`config.mk`:
```
export PLATFORM = sky130hd
export DESIGN_NAME = dsp_tap_sequencer_flat
export DESIGN_NICKNAME = d
export VERILOG_FILES = /design/src/rtl/dsp_tap_sequencer_if.sv /design/src/rtl/dsp_tap_sequencer.sv /design/src/flat_wrapper.sv
export SDC_FILE = /design/constraint.sdc
export NUM_CORES = 1
export LEC_CHECK = 0
export ABC_AREA = 1
export CORE_UTILIZATION = 49
export CTS_CLUSTER_SIZE = 12
export DETAILED_ROUTE_END_ITERATION = 12
export HOLD_SLACK_MARGIN = 0.02
export PLACE_DENSITY = 0.89
export SLEW_MARGIN = 20
export SYNTH_ARGS = -nofsm -noshare
export SYNTH_HDL_FRONTEND = slang
export SYNTH_SLANG_ARGS = --single-unit
```
`constraint.sdc`:
```
create_clock -name clock_pulse -period 1.55 [get_ports clock_pulse]
set_input_delay 0.31 -clock clock_pulse [delete_from_list [all_inputs] [get_ports clock_pulse]]
set_output_delay 0.31 -clock clock_pulse [all_outputs]
set_load 0.1 [all_outputs]
```
`src/rtl/dsp_tap_sequencer_if.sv`:
```
// dsp_tap_sequencer_if
//   Bundles every signal of the tap sequencer except clock and reset:
//   - sample stream in  : in_valid / in_data / in_ready
//   - weight config     : cfg_we / cfg_addr / cfg_wdata / cfg_err
//   - external MAC slice: dsp_en / dsp_a / dsp_b / dsp_c / dsp_p
//   - result stream out : out_valid / out_data / out_ready
//   modport slave  : the sequencer itself
//   modport master : the environment (source, config port, slice, sink)
interface dsp_tap_sequencer_if #(
  parameter int SAMPLE_W = 4,
  parameter int WEIGHT_W = 2,
  parameter int NTAPS    = 3,
  parameter int ACC_W    = 8
);
  localparam int ADDR_W = $clog2(NTAPS);

  logic                in_valid;
  logic [SAMPLE_W-1:0] in_data;
  logic                in_ready;

  logic                cfg_we;
  logic [ADDR_W-1:0]   cfg_addr;
  logic [WEIGHT_W-1:0] cfg_wdata;
  logic                cfg_err;

  logic                dsp_en;
  logic [SAMPLE_W:0]   dsp_a;
  logic [WEIGHT_W-1:0] dsp_b;
  logic [ACC_W-1:0]    dsp_c;
  logic [ACC_W-1:0]    dsp_p;

  logic                out_valid;
  logic [ACC_W-1:0]    out_data;
  logic                out_ready;

  modport slave (
    input  in_valid, in_data, cfg_we, cfg_addr, cfg_wdata, dsp_p, out_ready,
    output in_ready, cfg_err, dsp_en, dsp_a, dsp_b, dsp_c, out_valid, out_data
  );

  modport master (
    output in_valid, in_data, cfg_we, cfg_addr, cfg_wdata, dsp_p, out_ready,
    input  in_ready, cfg_err, dsp_en, dsp_a, dsp_b, dsp_c, out_valid, out_data
  );
endinterface

```
`src/rtl/dsp_tap_sequencer.sv`:
```
// dsp_tap_sequencer
//   FIR filter that shares one external multiply-add slice (P = A*B + C,
//   MAC_LAT cycles of latency) across NTAPS taps. Each accepted sample is
//   shifted into the delay line, then one tap per MAC slot is issued with the
//   previous partial sum fed back as C. The final sum is held on out_data
//   until the downstream sink takes it.
// Ports:
//   clock_pulse : sole clock, rising edge
//   clr_de      : synchronous active-high reset
//   bus         : sample in, weight config, slice operands/result, result out
module dsp_tap_sequencer #(
  parameter int SAMPLE_W = 4,
  parameter int WEIGHT_W = 2,
  parameter int NTAPS    = 3,
  parameter int ACC_W    = 8,
  parameter int MAC_LAT  = 1
) (
  input  logic               clock_pulse,
  input  logic               clr_de,
  dsp_tap_sequencer_if.slave bus
);
  localparam int K_W   = $clog2(NTAPS);
  localparam int CNT_W = (MAC_LAT > 0) ? $clog2(MAC_LAT + 1) : 1;

  localparam logic [K_W-1:0]   K_LAST    = K_W'(NTAPS - 1);
  localparam logic [K_W:0]     NTAPS_EXT = (K_W + 1)'(NTAPS);
  localparam logic [CNT_W-1:0] CNT_LAST  = CNT_W'(MAC_LAT);

  typedef enum logic [1:0] {IDLE, MAC, DONE} state_e;

  state_e              state_q, state_d;
  logic [SAMPLE_W-1:0] tap_q [NTAPS];
  logic [WEIGHT_W-1:0] w_q   [NTAPS];
  logic [ACC_W-1:0]    acc_q;
  logic [ACC_W-1:0]    out_data_q;
  logic [K_W-1:0]      k_q;
  logic [CNT_W-1:0]    cnt_q;
  logic                cfg_err_q;

  logic accept;
  logic slot_end;
  logic cfg_ok;

  assign accept   = (state_q == IDLE) && bus.in_valid;
  // The slice result for the current operands is valid in the last cycle
  // they are held.
  assign slot_end = (state_q == MAC) && (cnt_q == CNT_LAST);
  assign cfg_ok   = (state_q == IDLE) && ({1'b0, bus.cfg_addr} < NTAPS_EXT);

  // State register.
  always_ff @(posedge clock_pulse) begin
    // NOTE: sequential state uses non-blocking assignment so every register
    // samples the pre-edge values, independent of block ordering.
    if (clr_de) state_q <= IDLE;
    else        state_q <= state_d;
  end

  // Next-state logic.
  always_comb begin
    state_d = state_q;
    case (state_q)
      IDLE:    if (bus.in_valid)                 state_d = MAC;
      MAC:     if (slot_end && (k_q == K_LAST))  state_d = DONE;
      DONE:    if (bus.out_ready)                state_d = IDLE;
      default:                                   state_d = IDLE;
    endcase
  end

  // Output logic. Operands are forced to 0 outside MAC so the slice sees a
  // quiet bus between samples.
  always_comb begin
    // NOTE: every output gets a default first so no path leaves one
    // unassigned, which would otherwise infer a latch.
    bus.in_ready  = 1'b0;
    bus.out_valid = 1'b0;
    bus.dsp_en    = 1'b0;
    bus.dsp_a     = '0;
    bus.dsp_b     = '0;
    bus.dsp_c     = '0;
    case (state_q)
      IDLE: bus.in_ready = 1'b1;
      MAC: begin
        bus.dsp_en = 1'b1;
        bus.dsp_a  = {1'b0, tap_q[k_q]};
        bus.dsp_b  = w_q[k_q];
        bus.dsp_c  = (k_q == '0) ? '0 : acc_q;
      end
      DONE:    bus.out_valid = 1'b1;
      default: ;
    endcase
  end

  assign bus.out_data = out_data_q;
  assign bus.cfg_err  = cfg_err_q;

  // Datapath: delay line, weight file, slot counters, accumulator.
  always_ff @(posedge clock_pulse) begin
    if (clr_de) begin
      // NOTE: the delay line and weight file are small register files whose
      // contents are architecturally defined after reset (zero taps, unit
      // weights), so they are reset like any other state.
      for (int j = 0; j < NTAPS; j++) begin
        tap_q[j] <= '0;
        w_q[j]   <= WEIGHT_W'(1);
      end
      acc_q      <= '0;
      out_data_q <= '0;
      k_q        <= '0;
      cnt_q      <= '0;
      cfg_err_q  <= 1'b0;
    end else begin
      // Writes are only legal in IDLE; anything else is dropped and flagged.
      cfg_err_q <= 1'b0;
      if (bus.cfg_we) begin
        if (cfg_ok) w_q[bus.cfg_addr] <= bus.cfg_wdata;
        else        cfg_err_q         <= 1'b1;
      end

      if (accept) begin
        tap_q[0] <= bus.in_data;
        for (int j = 1; j < NTAPS; j++) tap_q[j] <= tap_q[j-1];
        k_q   <= '0;
        cnt_q <= '0;
      end

      if (state_q == MAC) begin
        cnt_q <= cnt_q + 1'b1;
        if (slot_end) begin
          acc_q <= bus.dsp_p;
          if (k_q == K_LAST) begin
            out_data_q <= bus.dsp_p;
          end else begin
            k_q   <= k_q + 1'b1;
            cnt_q <= '0;
          end
        end
      end
    end
  end
endmodule

```
`src/flat_wrapper.sv`:
```
// flat-port wrapper written by rule: the top's interface ports become plain ports
module dsp_tap_sequencer_flat 
#(
  parameter int SAMPLE_W = 4,
  parameter int WEIGHT_W = 2,
  parameter int NTAPS    = 3,
  parameter int ACC_W    = 8,
  parameter int MAC_LAT  = 1
)
  (clock_pulse, clr_de, bus_in_valid, bus_in_data, bus_cfg_we, bus_cfg_addr, bus_cfg_wdata, bus_dsp_p, bus_out_ready, bus_in_ready, bus_cfg_err, bus_dsp_en, bus_dsp_a, bus_dsp_b, bus_dsp_c, bus_out_valid, bus_out_data);
  dsp_tap_sequencer_if #(.SAMPLE_W(SAMPLE_W), .WEIGHT_W(WEIGHT_W), .NTAPS(NTAPS), .ACC_W(ACC_W)) bus_i ();
  input  logic clock_pulse;
  input  logic clr_de;
  input wire logic [$bits(bus_i.in_valid)-1:0] bus_in_valid;
  input wire logic [$bits(bus_i.in_data)-1:0] bus_in_data;
  input wire logic [$bits(bus_i.cfg_we)-1:0] bus_cfg_we;
  input wire logic [$bits(bus_i.cfg_addr)-1:0] bus_cfg_addr;
  input wire logic [$bits(bus_i.cfg_wdata)-1:0] bus_cfg_wdata;
  input wire logic [$bits(bus_i.dsp_p)-1:0] bus_dsp_p;
  input wire logic [$bits(bus_i.out_ready)-1:0] bus_out_ready;
  output wire logic [$bits(bus_i.in_ready)-1:0] bus_in_ready;
  output wire logic [$bits(bus_i.cfg_err)-1:0] bus_cfg_err;
  output wire logic [$bits(bus_i.dsp_en)-1:0] bus_dsp_en;
  output wire logic [$bits(bus_i.dsp_a)-1:0] bus_dsp_a;
  output wire logic [$bits(bus_i.dsp_b)-1:0] bus_dsp_b;
  output wire logic [$bits(bus_i.dsp_c)-1:0] bus_dsp_c;
  output wire logic [$bits(bus_i.out_valid)-1:0] bus_out_valid;
  output wire logic [$bits(bus_i.out_data)-1:0] bus_out_data;
  assign bus_i.in_valid = bus_in_valid;
  assign bus_i.in_data = bus_in_data;
  assign bus_i.cfg_we = bus_cfg_we;
  assign bus_i.cfg_addr = bus_cfg_addr;
  assign bus_i.cfg_wdata = bus_cfg_wdata;
  assign bus_i.dsp_p = bus_dsp_p;
  assign bus_i.out_ready = bus_out_ready;
  assign bus_in_ready = bus_i.in_ready;
  assign bus_cfg_err = bus_i.cfg_err;
  assign bus_dsp_en = bus_i.dsp_en;
  assign bus_dsp_a = bus_i.dsp_a;
  assign bus_dsp_b = bus_i.dsp_b;
  assign bus_dsp_c = bus_i.dsp_c;
  assign bus_out_valid = bus_i.out_valid;
  assign bus_out_data = bus_i.out_data;
  dsp_tap_sequencer #(.SAMPLE_W(SAMPLE_W), .WEIGHT_W(WEIGHT_W), .NTAPS(NTAPS), .ACC_W(ACC_W), .MAC_LAT(MAC_LAT)) u_core (.clock_pulse(clock_pulse), .clr_de(clr_de), .bus(bus_i));
endmodule
```
Word level (Yosys, flattened, before mapping)
Memories as Yosys holds them, arrays and structs flattened. A register that Yosys moved wholly into a read port is not among the register bits.
Index checks and enable logic that the tools add are counted.
{"block": "classes", "add_sub_neg": 2, "n_lt_le_gt_ge": 1, "n_eq_ne": 6, "mux": 37, "bitwise_logic": 4, "n_reduce_logical": 12}
{"operator": "$mux W2", "count": 12}
{"operator": "$mux W1", "count": 18}
{"operator": "$mux W4", "count": 4}
{"operator": "$mux W8", "count": 2}
{"operator": "$ne A2 B2 Y1 const B", "count": 3}
{"operator": "$pmux W2 S3", "count": 1}
{"operator": "$reduce_and A3 Y1", "count": 2}
{"operator": "$eq A2 B2 Y1 const B", "count": 2}
{"operator": "$logic_and A1 B1 Y1", "count": 4}
{"operator": "$logic_not A2 Y1", "count": 2}
{"operator": "$reduce_or A2 Y1", "count": 2}
{"operator": "$or A1 B1 Y1", "count": 3}
{"operator": "$add A2 B1 Y2 const B", "count": 1}
{"operator": "$eq A2 B1 Y1 const B", "count": 1}
{"operator": "$lt A2 B2 Y1 const B", "count": 1}
{"operator": "$reduce_and A2 Y1", "count": 1}
{"operator": "$reduce_bool A2 Y1", "count": 1}
{"operator": "$add A1 B1 Y1 const B", "count": 1}
{"operator": "$not A1 Y1", "count": 1}
{"block": "totals", "reg_bits": 22, "ram_bits": 18, "output_inout_bits": 27, "elab_cells": 70, "mem_count": 2}
{"name": "u_core.tap_q", "words": 3, "word_bits": 4, "rd": 3, "rd_clocked_by_memory_dff": 1, "write_ports": 3, "line": "dsp_tap_sequencer.sv:32", "source": "logic [SAMPLE_W-1:0] tap_q [NTAPS];"}
{"name": "u_core.w_q", "words": 3, "word_bits": 2, "rd": 1, "rd_clocked_by_memory_dff": 1, "write_ports": 3, "line": "dsp_tap_sequencer.sv:33", "source": "logic [WEIGHT_W-1:0] w_q [NTAPS];"}

Logic depth before layout (Yosys ltp)
Gate-level depths: netlist (run 1).
{"block": "logic_depth", "ltp_word": 8, "mapped_depth": 7, "ltp_nobuf": 6}

Worst setup path after synthesis (run 1)
OpenSTA, ideal clock, no wires.
{"block": "synth_timing", "kind": "register to output", "from": "reg u_core.k_q[1]", "to": "out bus_dsp_c[0]", "arrival_ns": 2.859, "required_ns": 1.240, "path_slack_ns": -1.619, "stages_incl_launch_ff": 5, "path_buffers": 2, "path_cell_list": "dfxtp_1 -> buf_2 -> nor2_4 -> buf_4 -> nor3_1"}
{"block": "synth_between", "elab_chain_len": 3}
{"item": "from (decl)", "line": "dsp_tap_sequencer.sv:36", "source": "logic [K_W-1:0] k_q;"}
{"item": "from (signal assigned)", "line": "dsp_tap_sequencer.sv:133", "source": "k_q <= k_q + 1'b1;"}
{"item": "$logic_not A2 Y1", "line": "dsp_tap_sequencer.sv:86", "source": "bus.dsp_c = (k_q == '0) ? '0 : acc_q;"}
{"item": "$mux W8", "line": "dsp_tap_sequencer.sv:86"}
{"item": "$mux W8", "line": "dsp_tap_sequencer.sv:80", "source": "case (state_q)"}
{"item": "to (decl)", "line": "flat_wrapper.sv:26", "source": "output wire logic [$bits(bus_i.dsp_c)-1:0] bus_dsp_c;"}
No other way between the ends.

Worst setup path in the final report (run 1)
{"block": "layout_timing", "from": "reg u_core.k_q[0]", "to": "out bus_dsp_c[7]"}
Same word-level chain as after synthesis.

==> results.yml, run 1 <==
floorplan:
  die-area_mm2: 0.004206
  num_io_pins: 48
  dieHeight_um: 64.85
  core_area_mm2: 0.003716
  core.rowCount: 22
  die_w_um: 64.85
  start_util_pct: 52.09
pwr:
  irDropWorstVdd_mv: 0.6695
  p_leak_nw: 1.390
  p_per_area_mw_per_mm2: 809.8
synth:
  yosys_most_used_dff: "dfxtp_1"
  async_flop_share_pct: 0
  synth_top_cell_area_share_pct: 31.03
  synthCells: 240
  synthDistinctLibCells: 24
  post-synth-top-count-cell: "nand2_1"
  yosys.area.top_type: "edfxtp_1"
  synth_edf_count: 20
  ys_seq_elements: 42
  ys_top_cells_by_count: "nand2_1 (48), inv_1 (45), nor2_1 (37)"
  ys_warn_count: 0
  syn-mean-instance-area_um2: 8.065
  synth-seq-area-share_pct: 53.78
  synthTopCellsByArea: "edfxtp_1 (31%), dfxtp_1 (23%), nand2_1 (9.3%), inv_1 (8.7%), nor2_1 (7.2%)"
  syn-cell-area_mm2: 0.001936
critical_path:
  cp_top_family: "buffers and inverters"
  setup.worst_path.start: "u_core.k_q[0]$_SDFF_PP0_"
  start_kind: "flop"
  path_buf_inv: 3
  cp.arrival_ps: 1480
  slowest_stage: "dfxtp_4"
  crit_chain: "nor2_4 > buf_4 > buf_8 > nor3_4 > buf_12"
  setup.worst_path.class: "flop to primary output"
  cp.required_ps: 1240
  r2r_start: "u_core.state_q[1]$_SDFFE_PP0P_"
  slowest_delay_ps: 400
  crit_path_max_fanout: 8
  r2r_slack_ps: 10
  crit_path_end_kind: "primary output"
sta:
  timing.final.crit_share_pct: 115.2
  setup_viol: 15
  rsz0062_at_grt: "true"
  period_needed_ps: 1786
  fmax_mhz: 559.8
  tns_ps: -2959
  finClkSkew_ps: 7.367
  hold_viol_final: 0
  slew_viol_final: 0
  setup_slack_ps: -236.3
placement:
  dp_hpwl_um: 3465
  routabilityCongestion: 0.8384
  dpl-instance-area_mm2: 0.002963
  numPortBuffers: 46
drt:
  wl_met2_um: 3680
  antenna_left: 0
  drt_iter0_drc: 183
  dr_wl_met3_um: 589
  drc_errors: 0
  routed_wl_um: 7171
  drt_pass1_iterations: 5
  met1Wirelength_um: 2409
  num_vias: 2037
  via_per_inst: 5.706
  routed.top_layer: "met4"
  post_drt_wl_per_cell_um: 20.09
final_layout:
  antennaDiodeCount: 0
  final_nets: 329
  drive_gt1_share_pct: 30.74
  fin_area_mm2: 0.003213
  fillers: 158
  synthToLayoutAreaGrowth_pct: 66.00
global_routing:
  grt_overflow: 0
  antenna_found_initial: 0
  grt_pass1_vias: 1936
  grt_use_total_pct: 31.16
  grt_pass1_wl_um: 9453
  grt_max_degree: 22
clock_tree:
  cts_tree: "yes"
  clockRootBuffer: "clkbuf_8"
  cts_max_level: 2
  cts_buffer_depth: 2
  clkTransAtPathRegs_ps: 90
  clkLatencyLatePin_ps: 310
  clock-sinks: 42
  cts_buffers: 5
hold_path:
  hp-start: "u_core.bus.out_data[1]$_SDFFE_PP0P_"
  hold_class: "flop to flop"
status:
  outcome: "finished, violations left"
  violations: "negative setup slack"
job:
  maxCapViolations: 0
[placed cells by master, fill, tap and decap left out, types with 4 or more instances in the layout]
cell type and count:
a21oi_1 13, dfxtp_1 18, o211ai_1 4, nor3_4 8
nand2_1 43, clkbuf_8 5, nor2_1 35, edfxtp_1 20
nand3_1 4, buf_4 15, nor2_4 4, inv_1 41
buf_12 28, clkdlybuf4s50_1 20, o21ai_0 10, dfxtp_4 4
clkinvlp_4 4
[metal layers]
layer  track usage [%]  vias to the layer above
li1                  -                      885
met1             32.73                      932
met2             56.64                      166
met3             8.451                       54
met4             15.00                        0
met5                 0                        -
[worst paths after layout]
kind | end | cells after the start
max | bus_dsp_c[7] | 5
min | u_core.bus.out_data[1]$_SDFFE_PP0P_ | 2
max reg2reg | u_core.bus.out_data[2]$_SDFFE_PP0P_ | 6
min reg2reg | u_core.bus.out_data[1]$_SDFFE_PP0P_ | 2
[tightest hold or removal path: cells and delay by family (launching register included)]
| family | cells | cell delay [ps] |
|---|---|---|
| DFF | 1 | 340 |
| and+or+nand+nor | 2 | 150 |
[sequential cells by signal, indices dropped and copies added (netlist names)]
| signal | count |
|---|---|
| u_core.state_q | 2 |
| u_core.tap_q | 12 |
| u_core.k_q | 2 |
| u_core.acc_q | 8 |
| u_core.bus.cfg_err | 1 |
| u_core.w_q | 8 |
| u_core.bus.out_data | 8 |
| u_core.cnt_q | 1 |
[final cells by class]
cell class	count	area, µm²	share of cell area [%]
well taps	48	60.06	1.869
repair buffers	67	925.9	28.82
inverters	49	201.4	6.269
multi-input cells	143	862.1	26.83
flip-flops and latches	42	1056	32.87
clock buffers	6	93.84	2.921
clock inverters	2	13.76	0.4283
[what timing repair did]
item / in CTS / in global routing
endpoints found under the hold margin: 0 / 0
hold buffers: 0 / 0
gates resized for setup: 10 / 4
endpoints found under the setup margin: 14 / 24
setup buffers: 7 / 2
gates cloned: 0 / 2
pin swaps: 12 / 4
[power breakdown]
group / internal, mW / switching, mW / leakage [nW]
logic: 0.195 / 0.334 / 0.950
registers: 1.21 / 0.0293 / 0.384
clock network: 0.418 / 0.418 / 0.0567
total: 1.82 / 0.781 / 1.39
[cells by family (layout without fill, tap and decap cells)]
| family | Yosys count | count (layout) | synth area share [%] |
|---|---|---|---|
| AOI/OAI and AO/OA | 30 | 30 | 8.403 |
| buffers and inverters | 59 | 124 | 12.48 |
| DFF | 42 | 42 | 53.78 |
| other | 1 | 3 | 0.1937 |
| and+or+nand+nor | 108 | 110 | 25.15 |
[metrics by stage]
| stage | utilization [%] | std cells | hold slack (ps) | setup WS (ps) | total power, mW |
|---|---|---|---|---|---|
| floorplan | - | 242 | 369.4 | -224.8 | 1.558 |
| global placement | 79.73 | 338 | 491.6 | -46.56 | 1.721 |
| detailed placement | 79.73 | 338 | 502.4 | -90.52 | 1.739 |
| CTS | 85.08 | 353 | 520.1 | -215.9 | 2.540 |
| global route | 86.46 | 357 | 544.0 | -298.9 | 2.648 |
| finish | 86.46 | 357 | 527.1 | -236.3 | 2.602 |
(Power assumes the default switching activity.)
==> inputs of run 2 (changes only) <==
--- a/config.mk
+++ b/config.mk
@@ -6,6 +6,7 @@
 export NUM_CORES = 1
 export LEC_CHECK = 0
 export ABC_AREA = 1
+export CORE_ASPECT_RATIO = 1.1
 export CORE_UTILIZATION = 49
 export CTS_CLUSTER_SIZE = 12
 export DETAILED_ROUTE_END_ITERATION = 12
==> run 2 against run 1 <==
Against the previous run: the run still ends with negative setup slack left; sequential share of layout area shrank 0.14 points; combinational power up 2%; fmax is 0.92% higher; final cell count grew 1.1%; routed wire length shrank 16%; highest routed layer unchanged.
==> results.yml, run 2 (same netlist as run 1, synthesis figures left out) <==
global_routing:
  grt_pass1_wl_um: 8914
  grt_max_degree: 22
  grt_pass1_vias: 1845
  grt_use_total_pct: 30.44
  antenna_found_initial: 0
  grt_overflow: 0
critical_path:
  crit_path_end_kind: "primary output"
  cp.required_ps: 1240
  crit_path_max_fanout: 9
  cp.arrival_ps: 1460
  start_kind: "flop"
  setup.worst_path.class: "flop to primary output"
drt:
  num_vias: 1908
  drc_errors: 0
  routed_wl_um: 6045
  via_per_inst: 5.285
  post_drt_wl_per_cell_um: 16.75
  antenna_left: 0
  drt_pass1_iterations: 5
  drt_iter0_drc: 118
clock_tree:
  cts_buffers: 5
  clockRootBuffer: "clkbuf_8"
  clkLatencyLatePin_ps: 310
  clkTransAtPathRegs_ps: 100
  cts_max_level: 2
  cts_buffer_depth: 2
  holdBufCountCts: 0
  clock-sinks: 42
  cts_tree: "yes"
final_layout:
  largest_reg_flops: 12
  drive_gt1_share_pct: 32.80
  synthToLayoutAreaGrowth_pct: 66.71
  antennaDiodeCount: 0
  fin_area_mm2: 0.003227
  top_register: "u_core.tap_q"
  layout_common_cells: "inv_1 (40), nand2_1 (40), nor2_1 (34)"
  final_nets: 331
sta:
  fmax_mhz: 564.9
  timing.final.crit_share_pct: 114.2
  holdWs_ps: 521.4
  tns_ps: -2833
  setup_slack_ps: -220.1
  period_needed_ps: 1770
  finClkSkew_ps: 13.49
  hold_viol_final: 0
  slew_viol_final: 0
  rsz0062_at_grt: "true"
  setup_viol: 16
pwr:
  p_per_area_mw_per_mm2: 787.4
  finalPower_mw: 2.541
  irDropWorstVdd_mv: 0.5802
  p_leak_nw: 1.401
floorplan:
  die_w_um: 61.93
  dieHeight_um: 67.92
  start_util_pct: 52.14
  num_io_pins: 48
  core_area_mm2: 0.003712
  core.rowCount: 23
  die-area_mm2: 0.004206
status:
  outcome: "finished, violations left"
  violations: "negative setup slack"
placement:
  pre_cts_ws_ps: -167.5
  numPortBuffers: 46
  dpl-instance-area_mm2: 0.002970
  dp_hpwl_um: 3576
  routabilityCongestion: 0.8517
job:
  maxCapViolations: 0
hold_path:
  hold_class: "flop to flop"
[run 2: cell count changes in the layout (fill, tap and decap cells not counted), moves of 2 or more]
cell     change
buf_12       +2
buf_4        +5
buf_8        -2
nand2_1      -3
nand2_2      +3
[run 2: worst paths after layout]
path | slack [ps] | to | depth (start not counted) | start
max | -220 | bus_dsp_c[7] | 4 | u_core.k_q[0]$_SDFF_PP0_
min | 520 | u_core.acc_q[3]$_SDFFE_PP0P_ | 2 | u_core.acc_q[3]$_SDFFE_PP0P_
max reg2reg | 0 | u_core.w_q[0][0]$_SDFFCE_PN1P_ | 6 | u_core.state_q[0]$_SDFFE_PP0P_
min reg2reg | 520 | u_core.acc_q[3]$_SDFFE_PP0P_ | 2 | u_core.acc_q[3]$_SDFFE_PP0P_
[run 2: per-layer routing]
layer  part of all wire [%]  up-vias  track usage [%]  routed length, µm
met2                     53      108            54.97               3226
met3                    5.8       29            5.671                352
met1                     36      886            33.54               2182
met4                    4.7        0            15.00                285
li1                       -      885                -                  -
met5                      0        -                0                  0
[run 2: area by class of cell]
cell class	count	area (µm²)
timing repair buffer	71	962.2
sequential	42	1056
multi-input combinational	141	850.8
fill	146	485.5
tap	50	62.56
clock inverter	3	25.02
inverter	49	201.4
clock buffer	5	68.82
[run 2: report_power, final]
group / switching [mW] / total (mW) / internal, mW
Clock: 0.437 / 0.763 / 0.326
Sequential: 0.0275 / 1.24 / 1.21
Combinational: 0.327 / 0.542 / 0.214
Total: 0.792 / 2.54 / 1.75
[run 2: repair_timing]
action                                  4_1_cts  5_1_grt
endpoints found under the setup margin       15       19
gates resized for setup                       9        5
buffers inserted                              7        8
pin swaps                                    11       12
cloned                                        0        0
[run 2: worst max-delay path, cell delays in order (launching register included)]
cell and delay, ps:
dfxtp_4 380, nor2_4 200, buf_4 310, nor3_4 80, buf_12 170
[run 2: through the flow]
| stage | utilization, % | std cells |
|---|---|---|
| after floorplan | - | 242 |
| after global placement | 80.01 | 339 |
| after detailed placement | 80.01 | 339 |
| after CTS | 85.17 | 354 |
| after global routing | 86.92 | 361 |
| final | 86.92 | 361 |
